**config.mk**
```make
export PLATFORM = sky130hd
export DESIGN_NAME = window_gen_kxk_flat
export DESIGN_NICKNAME = d
export VERILOG_FILES = /design/src/rtl/cnn_pkg.sv /design/src/rtl/window_gen_kxk_if.sv /design/src/rtl/window_gen_kxk_row_delay.sv /design/src/rtl/window_gen_kxk.sv /design/src/flat_wrapper.sv
export SDC_FILE = /design/constraint.sdc
export NUM_CORES = 2
export LEC_CHECK = 0
export ABC_AREA = 1
export CORE_MARGIN = 4
export CORE_UTILIZATION = 60
export DETAILED_ROUTE_END_ITERATION = 10
export PLACE_DENSITY = 0.79
export SETUP_SLACK_MARGIN = 0.05
export SYNTH_ARGS = -nofsm -noshare
export SYNTH_HDL_FRONTEND = slang
export SYNTH_SLANG_ARGS = --single-unit
```
**constraint.sdc**
```tcl
create_clock -name clk -period 2.1 [get_ports clk]
set_input_delay 0.42 -clock clk [delete_from_list [all_inputs] [get_ports clk]]
set_output_delay 0.42 -clock clk [all_outputs]
set_load 0.05 [all_outputs]
```
**src/rtl/cnn_pkg.sv**
```systemverilog
// Shared constants and helpers for the sliding-window generator family.
package cnn_pkg;

    localparam int unsigned K_SMALL    = 3;
    localparam int unsigned K_LARGE    = 5;
    localparam int unsigned STRIDE_ONE = 1;
    localparam int unsigned STRIDE_TWO = 2;

    function automatic logic is_legal_k(input int unsigned k);
        return (k == K_SMALL) || (k == K_LARGE);
    endfunction

    function automatic logic is_legal_stride(input int unsigned s);
        return (s == STRIDE_ONE) || (s == STRIDE_TWO);
    endfunction

    // Flattened window slot for a tap at (row, col), row-major.
    function automatic int unsigned slot_index(input int unsigned row,
                                               input int unsigned col,
                                               input int unsigned k);
        return row * k + col;
    endfunction

    // Last row/column index at which a stride-aligned window ends.
    function automatic int unsigned last_aligned(input int unsigned dim,
                                                 input int unsigned k,
                                                 input int unsigned s);
        return (k - 1) + ((dim - k) / s) * s;
    endfunction

endpackage

```
**src/rtl/window_gen_kxk_if.sv**
```systemverilog
// Pixel-in / window-out stream bundle for window_gen_kxk.
interface window_gen_kxk_if #(
    parameter int unsigned DATA_WIDTH = 32,
    parameter int unsigned K          = 3
) ();

    logic                      data_valid_in;
    logic [DATA_WIDTH-1:0]     data_in;
    logic [K*K*DATA_WIDTH-1:0] window_out;
    logic                      valid_out;
    logic                      frame_done;

    // Window generator side.
    modport slave (
        input  data_valid_in,
        input  data_in,
        output window_out,
        output valid_out,
        output frame_done
    );

    // Pixel source / window consumer side.
    modport master (
        output data_valid_in,
        output data_in,
        input  window_out,
        input  valid_out,
        input  frame_done
    );

endinterface

```
**src/rtl/window_gen_kxk_row_delay.sv**
```systemverilog
// One image-row delay line: output is the pixel accepted DEPTH accepts ago.
// Contents are not reset; consumers gate on row/column position instead.
module row_delay #(
    parameter int unsigned DEPTH = 34,
    parameter int unsigned WIDTH = 32
) (
    input  logic             clk,
    input  logic             en,
    input  logic [WIDTH-1:0] din,
    output logic [WIDTH-1:0] dout
);

    logic [WIDTH-1:0] mem [DEPTH];

    // Shift one position per accepted pixel.
    always_ff @(posedge clk) begin
        if (en) begin
            mem[0] <= din;
            for (int unsigned i = 1; i < DEPTH; i++) begin
                mem[i] <= mem[i-1];
            end
        end
    end

    assign dout = mem[DEPTH-1];

endmodule

```
**src/rtl/window_gen_kxk.sv**
```systemverilog
// KxK sliding-window generator over a raster pixel stream with stride
// 1 or 2. Emits one registered window per stride-aligned pixel.
module window_gen_kxk
    import cnn_pkg::*;
#(
    parameter int unsigned DATA_WIDTH = 32,
    parameter int unsigned IMG_WIDTH  = 34,
    parameter int unsigned IMG_HEIGHT = 34,
    parameter int unsigned K          = 3,
    parameter int unsigned STRIDE     = 1
) (
    input logic               clk,
    input logic               resetn,
    window_gen_kxk_if.slave   bus
);

    localparam int unsigned CW = $clog2(IMG_WIDTH);
    localparam int unsigned RW = $clog2(IMG_HEIGHT);

    localparam logic [CW-1:0] COL_MAX     = CW'(IMG_WIDTH - 1);
    localparam logic [CW-1:0] COL_FIRST   = CW'(K - 1);
    localparam logic [CW-1:0] COL_LAST_AL = CW'(last_aligned(IMG_WIDTH, K, STRIDE));
    localparam logic [RW-1:0] ROW_MAX     = RW'(IMG_HEIGHT - 1);
    localparam logic [RW-1:0] ROW_FIRST   = RW'(K - 1);
    localparam logic [RW-1:0] ROW_LAST_AL = RW'(last_aligned(IMG_HEIGHT, K, STRIDE));
    localparam logic          PH_MAX      = 1'(STRIDE - 1);

    // Elaboration-time parameter legality.
    if (!is_legal_k(K)) begin : g_bad_k
        $error("window_gen_kxk: K must be 3 or 5");
    end
    if (!is_legal_stride(STRIDE)) begin : g_bad_stride
        $error("window_gen_kxk: STRIDE must be 1 or 2");
    end
    if (IMG_WIDTH < K) begin : g_bad_width
        $error("window_gen_kxk: IMG_WIDTH must be at least K");
    end
    if (IMG_HEIGHT < K) begin : g_bad_height
        $error("window_gen_kxk: IMG_HEIGHT must be at least K");
    end

    function automatic logic ph_step(input logic ph);
        return (ph == PH_MAX) ? 1'b0 : ph + 1'b1;
    endfunction

    logic                      accept;
    logic                      emit;
    logic                      frame_end;
    logic [CW-1:0]             col;
    logic [RW-1:0]             row;
    logic                      col_ph;
    logic                      row_ph;

    logic [DATA_WIDTH-1:0]     dly_in  [K-1];
    logic [DATA_WIDTH-1:0]     dly_out [K-1];
    logic [DATA_WIDTH-1:0]     row_in  [K];
    logic [DATA_WIDTH-1:0]     taps     [K][K];
    logic [DATA_WIDTH-1:0]     tap_next [K][K];
    logic [K*K*DATA_WIDTH-1:0] win_flat;

    logic                      valid_q;
    logic                      frame_done_q;
    logic [K*K*DATA_WIDTH-1:0] window_q;

    assign accept = bus.data_valid_in;

    // Chain of K-1 row delays; delay i yields the pixel (i+1) rows above.
    for (genvar i = 0; i < K - 1; i++) begin : g_row_delay
        if (i == 0) begin : g_head
            assign dly_in[i] = bus.data_in;
        end else begin : g_link
            assign dly_in[i] = dly_out[i-1];
        end
        row_delay #(
            .DEPTH (IMG_WIDTH),
            .WIDTH (DATA_WIDTH)
        ) u_row_delay (
            .clk  (clk),
            .en   (accept),
            .din  (dly_in[i]),
            .dout (dly_out[i])
        );
    end

    // Tap row 0 is the oldest image row, tap row K-1 is the live pixel.
    for (genvar j = 0; j < K; j++) begin : g_row_in
        if (j == K - 1) begin : g_live
            assign row_in[j] = bus.data_in;
        end else begin : g_delayed
            assign row_in[j] = dly_out[K-2-j];
        end
    end

    // Position and stride-phase tracking of the pixel about to be accepted.
    always_ff @(posedge clk or negedge resetn) begin
        if (!resetn) begin
            col    <= '0;
            row    <= '0;
            col_ph <= 1'b0;
            row_ph <= 1'b0;
        end else if (accept) begin
            if (col == COL_MAX) begin
                col    <= '0;
                col_ph <= 1'b0;
                if (row == ROW_MAX) begin
                    row    <= '0;
                    row_ph <= 1'b0;
                end else begin
                    row    <= row + 1'b1;
                    row_ph <= (row >= ROW_FIRST) ? ph_step(row_ph) : 1'b0;
                end
            end else begin
                col    <= col + 1'b1;
                col_ph <= (col >= COL_FIRST) ? ph_step(col_ph) : 1'b0;
            end
        end
    end

    assign emit = accept && (row >= ROW_FIRST) && (col >= COL_FIRST)
                  && (col_ph == 1'b0) && (row_ph == 1'b0);
    assign frame_end = emit && (row == ROW_LAST_AL) && (col == COL_LAST_AL);

    // Next tap contents: every row shifts left and takes its row source.
    always_comb begin
        for (int unsigned j = 0; j < K; j++) begin
            for (int unsigned c = 0; c < K - 1; c++) begin
                tap_next[j][c] = taps[j][c+1];
            end
            tap_next[j][K-1] = row_in[j];
        end
    end

    // Flatten the post-accept taps into slot order.
    always_comb begin
        win_flat = '0;
        for (int unsigned j = 0; j < K; j++) begin
            for (int unsigned c = 0; c < K; c++) begin
                win_flat[slot_index(j, c, K)*DATA_WIDTH +: DATA_WIDTH] = tap_next[j][c];
            end
        end
    end

    // Tap register array advances only on accepted pixels.
    always_ff @(posedge clk or negedge resetn) begin
        if (!resetn) begin
            for (int unsigned j = 0; j < K; j++) begin
                for (int unsigned c = 0; c < K; c++) begin
                    taps[j][c] <= '0;
                end
            end
        end else if (accept) begin
            taps <= tap_next;
        end
    end

    // Output register: window captured from the same edge that accepts
    // the qualifying pixel, held until the next aligned pixel.
    always_ff @(posedge clk or negedge resetn) begin
        if (!resetn) begin
            valid_q      <= 1'b0;
            frame_done_q <= 1'b0;
            window_q     <= '0;
        end else begin
            valid_q      <= emit;
            frame_done_q <= frame_end;
            if (emit) begin
                window_q <= win_flat;
            end
        end
    end

    assign bus.valid_out  = valid_q;
    assign bus.frame_done = frame_done_q;
    assign bus.window_out = window_q;

endmodule

```
**src/flat_wrapper.sv**
```systemverilog
// flat-port wrapper written by rule: the top's interface ports become plain ports
module window_gen_kxk_flat import cnn_pkg::*;
#(
    parameter int unsigned DATA_WIDTH = 32,
    parameter int unsigned IMG_WIDTH  = 34,
    parameter int unsigned IMG_HEIGHT = 34,
    parameter int unsigned K          = 3,
    parameter int unsigned STRIDE     = 1
)
  (clk, resetn, bus_data_valid_in, bus_data_in, bus_window_out, bus_valid_out, bus_frame_done);
  window_gen_kxk_if #(.DATA_WIDTH(DATA_WIDTH), .K(K)) bus_i ();
  input logic clk;
  input logic resetn;
  input wire logic [$bits(bus_i.data_valid_in)-1:0] bus_data_valid_in;
  input wire logic [$bits(bus_i.data_in)-1:0] bus_data_in;
  output wire logic [$bits(bus_i.window_out)-1:0] bus_window_out;
  output wire logic [$bits(bus_i.valid_out)-1:0] bus_valid_out;
  output wire logic [$bits(bus_i.frame_done)-1:0] bus_frame_done;
  assign bus_i.data_valid_in = bus_data_valid_in;
  assign bus_i.data_in = bus_data_in;
  assign bus_window_out = bus_i.window_out;
  assign bus_valid_out = bus_i.valid_out;
  assign bus_frame_done = bus_i.frame_done;
  window_gen_kxk #(.DATA_WIDTH(DATA_WIDTH), .IMG_WIDTH(IMG_WIDTH), .IMG_HEIGHT(IMG_HEIGHT), .K(K), .STRIDE(STRIDE)) u_core (.clk(clk), .resetn(resetn), .bus(bus_i));
endmodule
```
[After elaboration in Yosys (flattened, before gate mapping)]
Memories as Yosys holds them, arrays and structs flattened.
Index checks and enable logic that the tools add are counted.
Operators by class
  magnitude comparators: 2
  muxes and demuxes: 10
  equal/unequal tests: 2
  add/subtract/negate cells: 4
  bitwise operators: 2
  reduce and logical (&&, ||, !) cells: 7
Operators by type and width (number)
  $add A6 B1 Y6 const B: 2
  $eq A6 B6 Y1 const B: 2
  $ge A6 B2 Y1 const B: 2
  $mux W6: 2
  $mux W1: 8
  $logic_and A1 B1 Y1: 6
  $add A1 B1 Y1 const B: 2
  $not A1 Y1: 2
  $reduce_and A2 Y1: 1
Storage, ports and cells
  register bits: 496
  memories: 2
  bits in writable memories: 2176
  bits of input ports: 35
  word-level logic and storage cells: 42
Memories
  u_core.g_row_delay[0].u_row_delay.mem: words 34, bits a word 32, rd ports 34, clocked after memory_dff 0, wr ports 34, RTL line window_gen_kxk_row_delay.sv:13  | logic [WIDTH-1:0] mem [DEPTH];
  u_core.g_row_delay[1].u_row_delay.mem: words 34, bits a word 32, rd ports 34, clocked after memory_dff 0, wr ports 34, RTL line window_gen_kxk_row_delay.sv:13

[Longest topological paths before layout]
  depth in word-level cells: 7
  depth in mapped cells: 11
  gate-level depth less buffers: 8

[By module]
A second synthesis with hierarchy kept.
Second synthesis, totals
  cell total of the unflattened synthesis: 4123
  area, all modules: 83794.1 µm²
By module, submodules not included
  row_delay: instances 2, cells each 1088, area an instance 32671.3 µm²
  window_gen_kxk: instances 1, cells each 1947, area an instance 18451.4 µm²

[Worst setup path after synthesis]
Ideal clock, no wire load.
  path type: reg-to-reg
  start point: register u_core.row[0]
  end point: register u_core.window_q[267] (netlist: u_core.bus.window_out[267])
  cell stages (with the launch flop): 12
  arrival time: 1.549 ns
  library setup time: 0.067 ns
  path buffers: 4
  setup slack: 0.485 ns
  period minus slack after synthesis: 1.615 ns
  required time: 2.033 ns
  path through: dfrtp_1 inv_1 ha_1 nor2_1 nand4_1 buf_4 nand3_2 buf_4 buf_6 buf_6 nand2_1 nand2_1
Between the ends
  word-level cells in the longest chain between the ends: 5
RTL lines
  start: declaration: RTL line window_gen_kxk.sv:50  | logic [RW-1:0] row;
  start signal: assignment: RTL line window_gen_kxk.sv:109  | row <= row + 1'b1;
  $ge A6 B2 Y1: RTL line window_gen_kxk.sv:119  | assign emit = accept && (row >= ROW_FIRST) && (col >= COL_FIRST)
  $logic_and A1 B1 Y1 (2 in series): RTL line window_gen_kxk.sv:119
  $logic_and A1 B1 Y1 (2 in series): RTL line window_gen_kxk.sv:120  | && (col_ph == 1'b0) && (row_ph == 1'b0);
  end signal: assignment: RTL line window_gen_kxk.sv:167  | window_q <= win_flat;
  end: declaration: RTL line window_gen_kxk.sv:63  | logic [K*K*DATA_WIDTH-1:0] window_q;
Every way passes these cells.
A chain may end at the register's enable or synchronous reset.

[Worst setup path in the final report]
  start point: register u_core.col[1]
  end point: register u_core.window_q[13] (netlist: u_core.bus.window_out[13])
Between the ends
  word-level cells in the longest chain between the ends: 4
RTL lines
  start: declaration: RTL line window_gen_kxk.sv:49  | logic [CW-1:0] col;
  start signal: assignment: RTL line window_gen_kxk.sv:113  | col <= col + 1'b1;
  $ge A6 B2 Y1: RTL line window_gen_kxk.sv:119
  $logic_and A1 B1 Y1: RTL line window_gen_kxk.sv:119
  $logic_and A1 B1 Y1 (2 in series): RTL line window_gen_kxk.sv:120
Every way passes these cells.

==> impl_metrics.tcl <==
set metrics [dict create \
    yosys.cell_count.top_type "edfxtp_1" \
    crit_top_cell "buf_12" \
    final.period_utilization 0.986 \
    portBuffers 324 \
    power_uw 135000 \
    ys_seq_area_frac 0.914 \
    status "finished, final reports clean" \
    rsz0062_at_grt "true" \
    yosys.area_share.simple 0.0724 \
    synth_compound_area_frac 0.00190 \
    start_util 0.606 \
    std_cell_rows 137 \
    worstMarginPinSlew_ps 655 \
    synthXorXnorAreaFrac 0.000412 \
    antenna_found_initial 8 \
    hold_slack_ps 112 \
    yosysWarnings 0 \
    synth-adder-area-share 0.000883 \
    grt_pass1_wl_mm 259 \
    synthArstFlopShare 0.185 \
    num_vias 40540 \
    ios 325 \
    ir_worst_vdd_mv 1.19 \
    r2r-end "u_core.bus.window_out[13]" \
    num-nets-final 5001 \
    crit_chain "ha_4 > nor2_4 > nand3_4 > buf_12 > buf_16 > buf_12 > nand4_1 > nand2_1" \
    synth_edf_count 2176 \
    tns_ps 0 \
    core_area_um2 140000 \
    h-tree-depth 4 \
    ys.flop_type "edfxtp_1" \
    r2r_start "u_core.col[1]" \
    die_h_um 384 \
    cts_sinks 2670 \
    critPathKind "reg2reg" \
    dr.pass1.iters 6 \
    syn-mean-instance-area_um2 19.6 \
    drive_above_1_share 0.171 \
    drt_iter0_drc 4929 \
    gp_congestion 0.852 \
    grt_start_max_net_pins 103 \
    netlist.top_cell.by_area "edfxtp_1" \
    synthTopCellsByArea "edfxtp_1 (77%), dfrtp_1 (15%), nand2_1 (5.0%), nand4_1 (2.1%), clkbuf_1 (0.42%)" \
    drv_slew 0 \
    fin_ws_ps 28.5 \
    place_hpwl_mm 80.8 \
    grt_pass1_vias 41824 \
    syn_area_um2 85000 \
    drv_cap 0 \
    ant_nets 0 \
    clk_pin_slew_ps 70 \
    clock.fmax_ghz 0.483 \
    setup-violations-final 0 \
    wl_per_cell_um 24.5 \
    ys_ff_latch 2670 \
    synth_cells 4347 \
    synth_nets 4388 \
    hold_viol 0 \
    cp.required_ps 2820 \
    grt_remaining_overflow 0 \
    path_max_fanout 45 \
    min_path_type "in2async" \
    fill_cells 7880 \
    synth_commonest_cells "edfxtp_1 (2176), nand2_1 (1126), dfrtp_1 (494)" \
    clk_latency_ps 870 \
    cts_buffers 232 \
    p_leak_uw 0.0385 \
    post-place-ws_ps 74.6 \
    cts_tree "done" \
    powerDensity_nw_per_um2 1360 \
    reg2reg_slack_ps 30 \
    layout_min_cycle_time_ps 2070 \
    drt-total-wl_mm 172 \
    netlist.area_leader.share 0.768 \
    stdcell_area_um2 99300 \
    cp_slowest_stage_delay_ps 500 \
    dieArea_um2 148000 \
    grt_use_total 0.234 \
    synth_cell_type_count 23 \
    synthMuxAreaShare 0 \
    area_delta_synth_final_pct 16.8 \
    cp_slowest_cell "dfrtp_2" \
    vias_per_cell 5.76 \
    cp-start-kind "flop" \
    cp-end-kind "flop" \
    r2r_cells 8 \
    arrival_ps 2790 \
    synth_top_family_by_area "simple AND/OR/NAND/NOR gates" \
    cts_buffer_depth 3 \
    slew-limit-headroom 0.564 \
    skew_ps 65.8 \
    drc 0 \
    placed_cell_area_um2 91900 \
    root_buffer "clkbuf_16" \
    die_w_um 384 \
]
where the power goes:
group / total (uW) / internal, uW / switching, uW
combinational: 25600 / 6570 / 19100
sequential: 66600 / 63200 / 3390
clock: 42800 / 23000 / 19800
timing repair:
item,4_1_cts,5_1_grt
hold endpoints to repair,266,0
pin swaps,3,3
gates cloned,12,1
setup endpoints to repair,451,300
setup buffers,19,8
hold buffers,2,0
gates resized for setup,1046,42
worst max-delay path: cells and delay by family (launching register included):
kind / cells / cell delay (ps)
AND/OR/NAND/NOR: 4 / 540
flip-flops: 1 / 500
adder cells (fa/ha/maj): 1 / 210
buffers and inverters: 3 / 590
kinds of logic (layout without fill, tap and decap cells):
| family | count (synthesis) | after routing |
|---|---|---|
| AOI/OAI and AO/OA | 31 | 31 |
| and+or+nand+nor | 1441 | 1441 |
| buffers and inverters | 195 | 1009 |
| adders and majority gates | 6 | 6 |
| DFF | 2670 | 2670 |
| other | 0 | 1 |
| xor gates and xnor gates | 4 | 4 |
metrics by stage:
stage | utilization | std cells
6_report | 0.708 | 7038
3_5_place_dp | 0.656 | 6561
3_3_place_gp | 0.656 | 6561
4_1_cts | 0.708 | 7029
2_1_floorplan | - | 4347
5_1_grt | 0.708 | 7037
layout by cell type (no fill, tap or decap), drive strengths merged:
cell type | netlist | layout
nand4 | 292 | 292
clkinvlp | 0 | 8
inv | 24 | 29
bufbuf | 0 | 7
a21boi | 1 | 1
diode | 0 | 1
ha | 6 | 6
and3 | 1 | 1
or2 | 1 | 1
clkbuf | 96 | 302
clkinv | 0 | 105
xor2 | 4 | 4
dlygate4sd3 | 0 | 2
nor2 | 12 | 12
o21ai | 26 | 26
o21bai | 1 | 1
bufinv | 0 | 16
clkdlybuf4s18 | 0 | 4
nor3 | 1 | 1
edfxtp | 2176 | 2176
buf | 75 | 490
a21oi | 2 | 2
nand3 | 8 | 8
o22ai | 1 | 1
clkdlybuf4s50 | 0 | 32
nand2 | 1126 | 1126
dfrtp | 494 | 494
clkdlybuf4s15 | 0 | 14
per-layer routing:
layer / vias up / part of all wire / global-route usage / routed length, um
met5: - / 0.000081 / 0 / 14
met4: 2 / 0.036 / 0.0831 / 6230
met3: 449 / 0.086 / 0.0557 / 14900
met2: 2129 / 0.51 / 0.390 / 87500
met1: 20731 / 0.37 / 0.306 / 63700
li1: 17229 / - / - / -
sequential cells by signal (all words and copies together) (netlist names):
name	flops
u_core.bus.frame_done	1
u_core.bus.valid_out	1
u_core.bus.window_out	288
u_core.col	6
u_core.g_row_delay.u_row_delay.mem	2176
u_core.row	6
u_core.tap_next	192
how the worst max path moves through the flow:
stage | start | to | slack (ps) | cells past startpoint
2_1_floorplan | u_core.row[0] | u_core.bus.window_out[267] | 480 | 11
3_3_place_gp | u_core.row[0] | u_core.bus.window_out[194] | 210 | 10
3_5_place_dp | u_core.row[0] | u_core.bus.window_out[193] | 70 | 10
4_1_cts | u_core.row[0] | u_core.bus.window_out[211] | 20 | 12
5_1_grt | u_core.row[0] | u_core.bus.window_out[211] | -0.8 | 12
6_report | u_core.col[1] | u_core.bus.window_out[13] | 30 | 8
layout make-up:
cell class / count / area, um^2 / area share
sequential: 2670 / 77700 / 0.782
clock inverter: 134 / 1370 / 0.0138
timing repair buffer: 550 / 5090 / 0.0513
tap: 1876 / 2350 / 0.0236
inverter: 24 / 95.1 / 0.000957
antenna: 1 / 2.50 / 0.0000252
clock buffer: 301 / 6200 / 0.0625
multi-input combinational: 1482 / 6510 / 0.0655
No activity file was read; power rests on OpenSTA's default activity.
